==> src/rtl/mips_irq_ctl.sv <==
`timescale 1ns/1ps
`default_nettype none
// ============================================================================
// Module   : mips_irq_ctl
// Brief    : Edge-triggered interrupt controller with a memory-mapped register
//            window, lowest-index priority and IDLE/REQ/SERVE handshake.
// Revision : 1.0
// ============================================================================
module mips_irq_ctl #(
    parameter int          N_SRC     = 8,
    parameter logic [31:0] BASE_ADDR = 32'hFFFF_FF00,
    parameter logic [3:0]  MEM_RD_W  = 4'd1,
    parameter logic [3:0]  MEM_WR_W  = 4'd2
) (
    input  logic             clk,
    input  logic             rst,
    input  logic [N_SRC-1:0] irq_src_i,
    input  logic [31:0]      cop_addr_i,
    input  logic [31:0]      cop_data_i,
    input  logic [3:0]       cop_mem_ctl_i,
    output logic [31:0]      cop_dout_o,
    output logic             irq_o,
    output logic [31:0]      irq_addr_o,
    input  logic             iack_i
);

    localparam int IDX_W = (N_SRC > 1) ? $clog2(N_SRC) : 1;

    typedef enum logic [1:0] {
        S_IDLE  = 2'd0,
        S_REQ   = 2'd1,
        S_SERVE = 2'd2
    } state_t;

    state_t             r_state;
    logic [N_SRC-1:0]   r_sync1, r_sync2, r_sync3;
    logic [N_SRC-1:0]   r_pending, r_mask;
    logic [31:0]        r_vecbase;
    logic [IDX_W-1:0]   r_cause, r_idx;
    logic               r_irq;
    logic [31:0]        r_irq_addr, r_dout;

    logic               w_hit, w_rd, w_wr;
    logic [7:0]         w_off;
    logic [N_SRC-1:0]   w_rise, w_w1c, w_ack_clr, w_active;
    logic [IDX_W-1:0]   w_sel;
    logic [31:0]        w_vec, w_rdata;

    assign w_hit    = (cop_addr_i[31:8] == BASE_ADDR[31:8]);
    assign w_off    = cop_addr_i[7:0];
    assign w_rd     = w_hit && (cop_mem_ctl_i == MEM_RD_W);
    assign w_wr     = w_hit && (cop_mem_ctl_i == MEM_WR_W);
    assign w_rise   = r_sync2 & ~r_sync3;
    assign w_w1c    = (w_wr && w_off == 8'h00) ? cop_data_i[N_SRC-1:0] : '0;
    assign w_active = r_pending & r_mask;

    always_comb begin
        w_ack_clr = '0;
        if (r_state == S_REQ && iack_i)
            w_ack_clr[r_idx] = 1'b1;
    end

    // Scan downwards so the lowest active index is the one left standing.
    always_comb begin
        w_sel = '0;
        for (int i = N_SRC - 1; i >= 0; i--)
            if (w_active[i])
                w_sel = IDX_W'(i);
    end

    assign w_vec = r_vecbase + (32'(w_sel) << 4);

    always_comb begin
        w_rdata = '0;
        case (w_off)
            8'h00:   w_rdata[N_SRC-1:0] = r_pending;
            8'h04:   w_rdata[N_SRC-1:0] = r_mask;
            8'h08:   w_rdata            = r_vecbase;
            8'h0C:   w_rdata[IDX_W-1:0] = r_cause;
            default: w_rdata            = '0;
        endcase
    end

    always_ff @(posedge clk or negedge rst) begin
        if (!rst) begin
            r_sync1    <= '0;
            r_sync2    <= '0;
            r_sync3    <= '0;
            r_pending  <= '0;
            r_mask     <= '0;
            r_vecbase  <= '0;
            r_cause    <= '0;
            r_idx      <= '0;
            r_irq      <= 1'b0;
            r_irq_addr <= '0;
            r_dout     <= '0;
            r_state    <= S_IDLE;
        end else begin
            r_sync1   <= irq_src_i;
            r_sync2   <= r_sync1;
            r_sync3   <= r_sync2;
            // A fresh edge outranks any clear landing in the same cycle.
            r_pending <= (r_pending & ~w_w1c & ~w_ack_clr) | w_rise;
            r_dout    <= w_rd ? w_rdata : 32'h0;

            if (w_wr && w_off == 8'h04)
                r_mask <= cop_data_i[N_SRC-1:0];
            if (w_wr && w_off == 8'h08)
                r_vecbase <= {cop_data_i[31:4], 4'h0};

            case (r_state)
                S_IDLE: begin
                    if (|w_active) begin
                        r_state    <= S_REQ;
                        r_irq      <= 1'b1;
                        r_idx      <= w_sel;
                        r_irq_addr <= w_vec;
                    end
                end
                S_REQ: begin
                    if (iack_i) begin
                        r_state <= S_SERVE;
                        r_irq   <= 1'b0;
                        r_cause <= r_idx;
                    end
                end
                S_SERVE: begin
                    if (w_wr && w_off == 8'h10)
                        r_state <= S_IDLE;
                end
                default: begin
                    r_state <= S_IDLE;
                    r_irq   <= 1'b0;
                end
            endcase
        end
    end

    assign cop_dout_o = r_dout;
    assign irq_o      = r_irq;
    assign irq_addr_o = r_irq_addr;

endmodule
`default_nettype wire

==> config.mk <==
export PLATFORM = sky130hd
export DESIGN_NAME = mips_irq_ctl
export DESIGN_NICKNAME = d
export VERILOG_FILES = /design/src/rtl/mips_irq_ctl.sv
export SDC_FILE = /design/constraint.sdc
export NUM_CORES = 1
export LEC_CHECK = 0
export BUFFER_PORTS_ARGS = -buffer_cell sky130_fd_sc_hd__buf_2
export CAP_MARGIN = 20
export CORE_MARGIN = 1
export CORE_UTILIZATION = 35
export CTS_CLUSTER_SIZE = 10
export DETAILED_ROUTE_END_ITERATION = 8
export RECOVER_POWER = 25
export SYNTH_ARGS = -nofsm -noshare
export SYNTH_HDL_FRONTEND = slang
export SYNTH_SLANG_ARGS = --single-unit
export TNS_END_PERCENT = 10
==> constraint.sdc <==
create_clock -name clk -period 2.5 [get_ports clk]
set_input_delay 0.375 -clock clk [delete_from_list [all_inputs] [get_ports clk]]
set_output_delay 0.375 -clock clk [all_outputs]
set_load 0.01 [all_outputs]
==> results of run 1 <==
## cell usage in the layout, fill, tap and decap left out, types with 4 or more instances in the layout
cell / count
sky130_fd_sc_hd__and2_1: 26
sky130_fd_sc_hd__buf_4: 31
sky130_fd_sc_hd__nand2b_1: 6
sky130_fd_sc_hd__o21ai_0: 34
sky130_fd_sc_hd__buf_2: 138
sky130_fd_sc_hd__dfrtp_1: 137
sky130_fd_sc_hd__conb_1: 4
sky130_fd_sc_hd__a21oi_1: 6
sky130_fd_sc_hd__mux2_2: 21
sky130_fd_sc_hd__nor4_1: 5
sky130_fd_sc_hd__bufinv_16: 6
sky130_fd_sc_hd__inv_1: 20
sky130_fd_sc_hd__xnor2_1: 17
sky130_fd_sc_hd__a22oi_1: 4
sky130_fd_sc_hd__o221ai_1: 6
sky130_fd_sc_hd__nor2_1: 22
sky130_fd_sc_hd__nand4_1: 11
sky130_fd_sc_hd__nand2_1: 53
sky130_fd_sc_hd__mux2i_1: 6
sky130_fd_sc_hd__mux2_4: 19
sky130_fd_sc_hd__clkbuf_16: 17
sky130_fd_sc_hd__xor2_1: 9
sky130_fd_sc_hd__and4_1: 5
sky130_fd_sc_hd__a22oi_2: 4
sky130_fd_sc_hd__nand3_1: 7
## kinds of logic (layout without fill, tap and decap cells)
logic type | after synthesis | count (layout) | share of synthesized area
mux | 46 | 46 | 0.100
other cells | 1 | 4 | 0.000646
compound gates | 70 | 70 | 0.0731
flops | 137 | 137 | 0.591
fa+ha+maj | 4 | 4 | 0.00992
xor+xnor | 26 | 26 | 0.0392
buf+inv | 42 | 228 | 0.0336
simple gates | 165 | 165 | 0.152
## sequential cells by signal, indices dropped and copies added, names as in the netlist, 2 cells and up
register    count
r_sync2         8
r_idx           3
cop_dout_o     32
r_sync1         8
r_state         2
r_vecbase      28
irq_addr_o     28
r_sync3         8
r_mask          8
r_pending       8
r_cause         3
## worst max-delay path, cell delays in order (launching register included)
cell	delay, ns
sky130_fd_sc_hd__dfrtp_1	0.38
sky130_fd_sc_hd__nand2_1	0.07
sky130_fd_sc_hd__a32o_2	0.15
sky130_fd_sc_hd__a22o_1	0.14
sky130_fd_sc_hd__a22oi_2	0.06
sky130_fd_sc_hd__a21oi_2	0.13
sky130_fd_sc_hd__ha_2	0.20
sky130_fd_sc_hd__inv_2	0.04
sky130_fd_sc_hd__fa_2	0.41
sky130_fd_sc_hd__nor2b_4	0.15
sky130_fd_sc_hd__o2111ai_4	0.21
sky130_fd_sc_hd__nor3b_2	0.26
sky130_fd_sc_hd__xnor2_1	0.13
sky130_fd_sc_hd__o21ai_1	0.08
## final timing paths
| check | to | cells past startpoint |
|---|---|---|
| hold / removal | r_sync1[1] | 1 |
| setup / recovery | irq_addr_o[26] | 13 |
| min in group asynchronous | r_sync1[3] | 2 |
| setup reg to reg | irq_addr_o[26] | 13 |
| max in group asynchronous | irq_addr_o[18] | 3 |
| hold reg to reg | r_sync2[0] | 0 |
## layer usage
layer	share of wire	GRT usage
met1	0.43	0.218
met4	0.021	0.0791
met2	0.49	0.278
met3	0.056	0.0444
met5	0	0
## what timing repair did
item | 4_1_cts | 5_1_grt
resized for setup | 11 | 12
pin swaps | 6 | 10
setup endpoints to repair | 9 | 25
hold endpoints to repair | 50 | 0
buffers inserted | 0 | 0
hold buffers | 1 | 0
## per-stage QoR
stage          cell area, um2   util  hold slack (ns)
2_1_floorplan            5820      -           0.0794
3_3_place_gp             6980  0.435            0.335
3_5_place_dp             6980  0.435            0.335
4_1_cts                  7710  0.480           0.0404
5_1_grt                  7730  0.482           0.0325
6_report                 7730  0.482           0.0609
## area by class of cell
class,instances,area [um2]
fill,1470,8320
clock inverter,15,246
multi-input combinational,315,2290
clock buffer,17,425
inverter,21,78.8
sequential,137,3430
tap,216,270
timing repair buffer,175,997
## power groups by stage
| stage | logic (uW) | clock network, uW | registers [uW] |
|---|---|---|---|
| floorplan | 44.4 | 0 | 2300 |
| global placement | 177 | 0 | 2300 |
| detailed placement | 182 | 0 | 2300 |
| CTS | 184 | 2910 | 2260 |
| global route | 204 | 3020 | 2260 |
| finish | 174 | 2850 | 2260 |
==> results.env, run 1 <==
NETLIST_TOP_CELLS_AREA='sky130_fd_sc_hd__dfrtp_1 59%, sky130_fd_sc_hd__mux2_4 4.9%, sky130_fd_sc_hd__mux2_2 4.1%'
AREA_DELTA_SYNTH_FINAL_PCT=33.3
COUNT_OF_FLIP_FLOPS_WITH_A_BUILT_IN_ENABLE_AFTER_SYNTHESIS=0
POWER.IR.VDD_WORST_mV=0.424
YS_DOMINANT_REG_CELL='sky130_fd_sc_hd__dfrtp_1'
SYNTH.DISTINCT_CELLS=45
BEGINNING_OF_THE_CRITICAL_PATH='r_mask[6]'
CTS_INSERTED_BUFFERS=17
NUMBER_OF_SYNTHESIZED_REGISTER_BITS=137
CRITICAL_PATH.MAX_FANOUT=8
ANTENNA_CELL_COUNT=0
NNETSFINAL=750
SEQUENTIAL_FRACTION_OF_DESIGN_POWER=0.427
SETUP_TOTAL_NEGATIVE_SLACK_NS=-0.0306
REG2REG_SETUP_SLACK_NS=-0.03
P_INT_uW=4190
SYNTH_COMMON_CELLS='137 x sky130_fd_sc_hd__dfrtp_1, 53 x sky130_fd_sc_hd__nand2_1, 37 x sky130_fd_sc_hd__o21ai_0, 26 x sky130_fd_sc_hd__and2_1, 22 x sky130_fd_sc_hd__nor2_1'
POST-SYNTH-TOP-AREA-FRACTION=0.591
NUM_VIAS=4284
CLKSLEWWORSTSETUPHOLDPATHS_NS=0.06
CLOCK_LATENCY_NS=0.42
SYNTHESIS.AREA_UM2=5800
DRIVE_ABOVE_1_SHARE=0.401
VIOLATED_CHECKS='negative setup slack'
TIMING.SETUP.CRITICAL_PATH_CLASS='flip-flop to flip-flop'
MAX_CLOCK_FREQ_GHz=0.395
ASYNC_RESET_FF_FRAC=1.00
DESIGN.PORTCOUNT=144
DIE_AREA_UM2=17100
GRT_OVERFLOW_TOTAL=0
CTS_MAX_LEVEL=4
FLOORPLAN.INITIALDENSITY=0.361
WORST_CLOCK_SKEW_NS=0.00721
PERIOD_NEEDED_NS=2.53
CLOCKPOWERSHARE=0.540
TIMING_MAX_TRANSITION_VIOLATIONS_FINAL=0
GRT_USAGE=0.172
WIRELENGTH_UM=13900
RSZ0062_AT_GRT='true'
NETSW_uW=1090
P_LEAK_uW=0.00388
DPL.HPWL_UM=10000
CTS-ROOT-TO-SINK-BUFFERS=2
GP_CONGESTION=0.858
HOLDCRITSTARTPOINT='irq_src_i[1]'
NETSWITCHINGFRACTION=0.206
ROW_COUNT=46
P_TOTAL_uW=5280
MAXCAPVIOLCOUNT=0
FIRST_PASS_ITERS=4
CLOCKROOTBUFFER='sky130_fd_sc_hd__clkbuf_16'
FINALHOLDVIOLCOUNT=0
ROUTE.DETAILED.DRC=0
CP.REQUIRED_NS=2.80
YOSYSWARNINGS=0
YOSYSSEQAREASHARE=0.591
DATA_ARRIVAL_TIME_OF_THE_WORST_PATH_NS=2.83
CTS_SINKS=137
DETAIL_ROUTE.WL_PER_CELL_UM=15.5
DRT_FIRST_ITER_VIOLATIONS=199
COMBINATIONAL_SHARE_OF_POWER=0.033
FIRST_GLOBAL_VIAS=4288
DETAIL-ROUTE-ANTENNA-NETS=0
WORST-SLEW-PIN-TRANSITION_NS=1.27
CTS_TREE='done'
CORE_AREA_UM2=16100
GRT_PASS1_WL_UM=21900
SYNTH.AVG_CELL_AREA_UM2=11.8
SYNTHESIS.INSTANCES=491
FIN_CRIT_SH=1.01
TIMING.RR.START='r_mask[6]'
DP_CELLS=863
WORST_SLEW_MARGIN_REL=0.155
SETUP_SLACK_NS=-0.0306
GRT_MAX_DEGREE=57
PATH_CLASS_OF_THE_LOWEST_SLACK_MIN_DELAY_PATH='input pin to flip-flop'
MEAN_NUMBER_OF_VIAS_PER_CELL=4.78
PLACEMENT.SETUP.WORST_SLACK_NS=-0.236
STARTPOINT_TYPE='flip-flop'
FLOORPLAN.DIE.HEIGHT_UM=131
P_PER_AREA_nW_PER_UM2=683
SYNTHDOMINANTAREACELLTYPE='sky130_fd_sc_hd__dfrtp_1'
ANTENNA_FOUND_INITIAL=0
LIBRARY_CELL_WITH_THE_HIGHEST_INSTANCE_COUNT_AFTER_SYNTHESIS='sky130_fd_sc_hd__dfrtp_1'
SETUP.WORST_PATH.END_CLASS='flip-flop'
STATUS='complete, but fails checks'
INSTANCES_NO_FILL=896
FLOORPLAN.DIE.WIDTH_UM=131
SETUP_VIOL_COUNT_FINAL=1
IO_BUFFER_COUNT=139
No activity file was read; power rests on OpenSTA's default activity.
==> run 2: changes to the inputs <==
--- a/config.mk
+++ b/config.mk
@@ -11,7 +11,6 @@
 export CORE_UTILIZATION = 35
 export CTS_CLUSTER_SIZE = 10
 export DETAILED_ROUTE_END_ITERATION = 8
-export RECOVER_POWER = 25
 export SYNTH_ARGS = -nofsm -noshare
 export SYNTH_HDL_FRONTEND = slang
 export SYNTH_SLANG_ARGS = --single-unit
==> results.env, run 2 (synthesized netlist as in run 1, its figures left out) <==
CTS-ROOT-TO-SINK-BUFFERS=2
GRT_USAGE=0.172
IO_BUFFER_COUNT=139
FINALHOLDVIOLCOUNT=0
DRT_FIRST_ITER_VIOLATIONS=221
STARTPOINT_TYPE='flip-flop'
SETUP_SLACK_NS=-0.0410
POWER.IR.VDD_WORST_mV=0.423
FINAL_CELL_MIX='138 x sky130_fd_sc_hd__buf_2, 137 x sky130_fd_sc_hd__dfrtp_1, 53 x sky130_fd_sc_hd__nand2_1'
P_LEAK_uW=0.00389
MULTI_INPUT_AREA_UM2=2290
SETUP.WORST_PATH.END_CLASS='flip-flop'
RSZ0062_AT_GRT='true'
CLOCKPOWERSHARE=0.539
P_TOTAL_uW=5280
CORE_AREA_UM2=16100
PLACEMENT.SETUP.WORST_SLACK_NS=-0.236
CRITICAL_PATH.MAX_FANOUT=8
CLKSLEWWORSTSETUPHOLDPATHS_NS=0.06
CLOCK_LATENCY_NS=0.41
GRT.MET2_USAGE=0.278
FIRST_PASS_ITERS=4
P_PER_AREA_nW_PER_UM2=682
DESIGN.PORTCOUNT=144
LARGEST_REG_FLOPS=32
GLOBAL_ROUTE.USAGE.MET1=0.218
PATH_CLASS_OF_THE_LOWEST_SLACK_MIN_DELAY_PATH='input pin to flip-flop'
CTS_SINKS=137
ANTENNA_FOUND_INITIAL=0
GRT_OVERFLOW_TOTAL=0
DRIVE_ABOVE_1_SHARE=0.401
GRT_PASS1_WL_UM=21900
CTS_MAX_LEVEL=4
FINAL_CORE_UTILIZATION=0.483
FLOORPLAN.DIE.WIDTH_UM=131
TIMING.SETUP.CRITICAL_PATH_CLASS='flip-flop to flip-flop'
ROW_COUNT=46
DETAIL_ROUTE.WL_PER_CELL_UM=15.5
FINAL-SEQ-AREA_UM2=3430
NUM_VIAS=4267
CTS_TREE='done'
STDCELL_AREA_UM2=7750
GRT_MAX_DEGREE=57
PERIOD_NEEDED_NS=2.54
ANTENNA_CELL_COUNT=0
VIOLATED_CHECKS='negative setup slack'
DIE_AREA_UM2=17100
WORST_CLOCK_SKEW_NS=0.00704
LAYOUT_COMMONEST_CELL='sky130_fd_sc_hd__buf_2'
FINAL.HOLD.WORST_SLACK_NS=0.0608
SETUP_VIOL_COUNT_FINAL=3
FLOORPLAN.DIE.HEIGHT_UM=131
FLOORPLAN.INITIALDENSITY=0.361
NNETSFINAL=750
SEQUENTIAL_FRACTION_OF_DESIGN_POWER=0.427
FIRST_GLOBAL_VIAS=4288
P_INT_uW=4200
NETSW_uW=1090
DPL.HPWL_UM=10000
GP_CONGESTION=0.858
CTS_INSERTED_BUFFERS=17
NETSWITCHINGFRACTION=0.206
GLOBALROUTE.BUSIESTLAYER='met2'
POST_CTS.REPAIR.SETUP_BUFFERS=0
TIMING_MAX_TRANSITION_VIOLATIONS_FINAL=0
MAX_CLOCK_FREQ_GHz=0.394
COMBINATIONAL_SHARE_OF_POWER=0.034
WIRELENGTH_UM=13800
PLACEDINSTANCEAREA_UM2=6980
STATUS='complete, but fails checks'
FILLERINSTANCES=1466
MAXCAPVIOLCOUNT=0
MEAN_NUMBER_OF_VIAS_PER_CELL=4.76
AREA_DELTA_SYNTH_FINAL_PCT=33.6
DATA_ARRIVAL_TIME_OF_THE_WORST_PATH_NS=2.84
GRT.MET3_USAGE=0.0444
CP.REQUIRED_NS=2.80
FIN_CRIT_SH=1.02
ROUTE.DETAILED.DRC=0
CLOCKROOTBUFFER='sky130_fd_sc_hd__clkbuf_16'
DETAIL-ROUTE-ANTENNA-NETS=0
## run 2: cell count changes in the layout (fill, tap and decap cells not counted), sizes merged
cell	previous run	this run
buf	172	174
clkbuf	19	17
## run 2: critical path, stage by stage, from the launching register on
cell                        delay (ns)
sky130_fd_sc_hd__dfrtp_1          0.38
sky130_fd_sc_hd__nand2_1          0.07
sky130_fd_sc_hd__a32o_2           0.15
sky130_fd_sc_hd__a22o_1           0.14
sky130_fd_sc_hd__a22oi_2          0.06
sky130_fd_sc_hd__a21oi_2          0.13
sky130_fd_sc_hd__ha_2             0.20
sky130_fd_sc_hd__inv_2            0.04
sky130_fd_sc_hd__fa_2             0.41
sky130_fd_sc_hd__nor2b_4          0.15
sky130_fd_sc_hd__o2111ai_4        0.21
sky130_fd_sc_hd__nor3b_2          0.26
sky130_fd_sc_hd__xnor2_1          0.13
sky130_fd_sc_hd__o21ai_1          0.08
## run 2: per-layer routing
layer	vias to the layer above	part of all wire
met5	-	0
met4	0	0.022
met3	25	0.054
met2	149	0.49
met1	2053	0.43
li1	2040	-
## run 2: power groups by stage
stage	sequential (uW)	combinational, uW	clock, uW
2_1_floorplan	2300	44.4	0
3_3_place_gp	2300	177	0
3_5_place_dp	2300	182	0
4_1_cts	2260	184	2910
5_1_grt	2260	207	3020
6_report	2260	178	2850
## run 2: metrics by stage
stage                     setup TNS (ns)  std cells
after floorplan                        0        494
after global placement            -0.875        863
after detailed placement           -1.43        863
after CTS                        -0.0911        896
after global routing               -1.66        896
final                            -0.0496        896
## run 2: worst paths after layout
| check | endpoint | cells after the start | slack [ns] | startpoint |
|---|---|---|---|---|
| max reg2reg | irq_addr_o[26] | 13 | -0.04 | r_mask[6] |
| min reg2reg | r_sync2[2] | 0 | 0.35 | r_sync1[2] |
| min in group asynchronous | r_pending[5] | 2 | 0.47 | rst |
| min | r_sync1[1] | 1 | 0.06 | irq_src_i[1] |
| max | irq_addr_o[26] | 13 | -0.04 | r_mask[6] |
| max in group asynchronous | r_vecbase[31] | 3 | 1.35 | rst |
## run 2: area by class of cell
cell class                      count  area share
Multi-Input combinational cell    315       0.295
Clock buffer                       17      0.0549
Timing Repair Buffer              175       0.131
Clock inverter                     15      0.0318
Inverter                           21      0.0102
Sequential cell                   137       0.442
Tap cell                          216      0.0349
## run 2: repair_timing
item,in CTS,in global routing
setup endpoints to repair,9,25
gates cloned,0,0
hold buffers,1,0
hold endpoints to repair,50,0
resized for setup,11,12
pin swaps,6,10
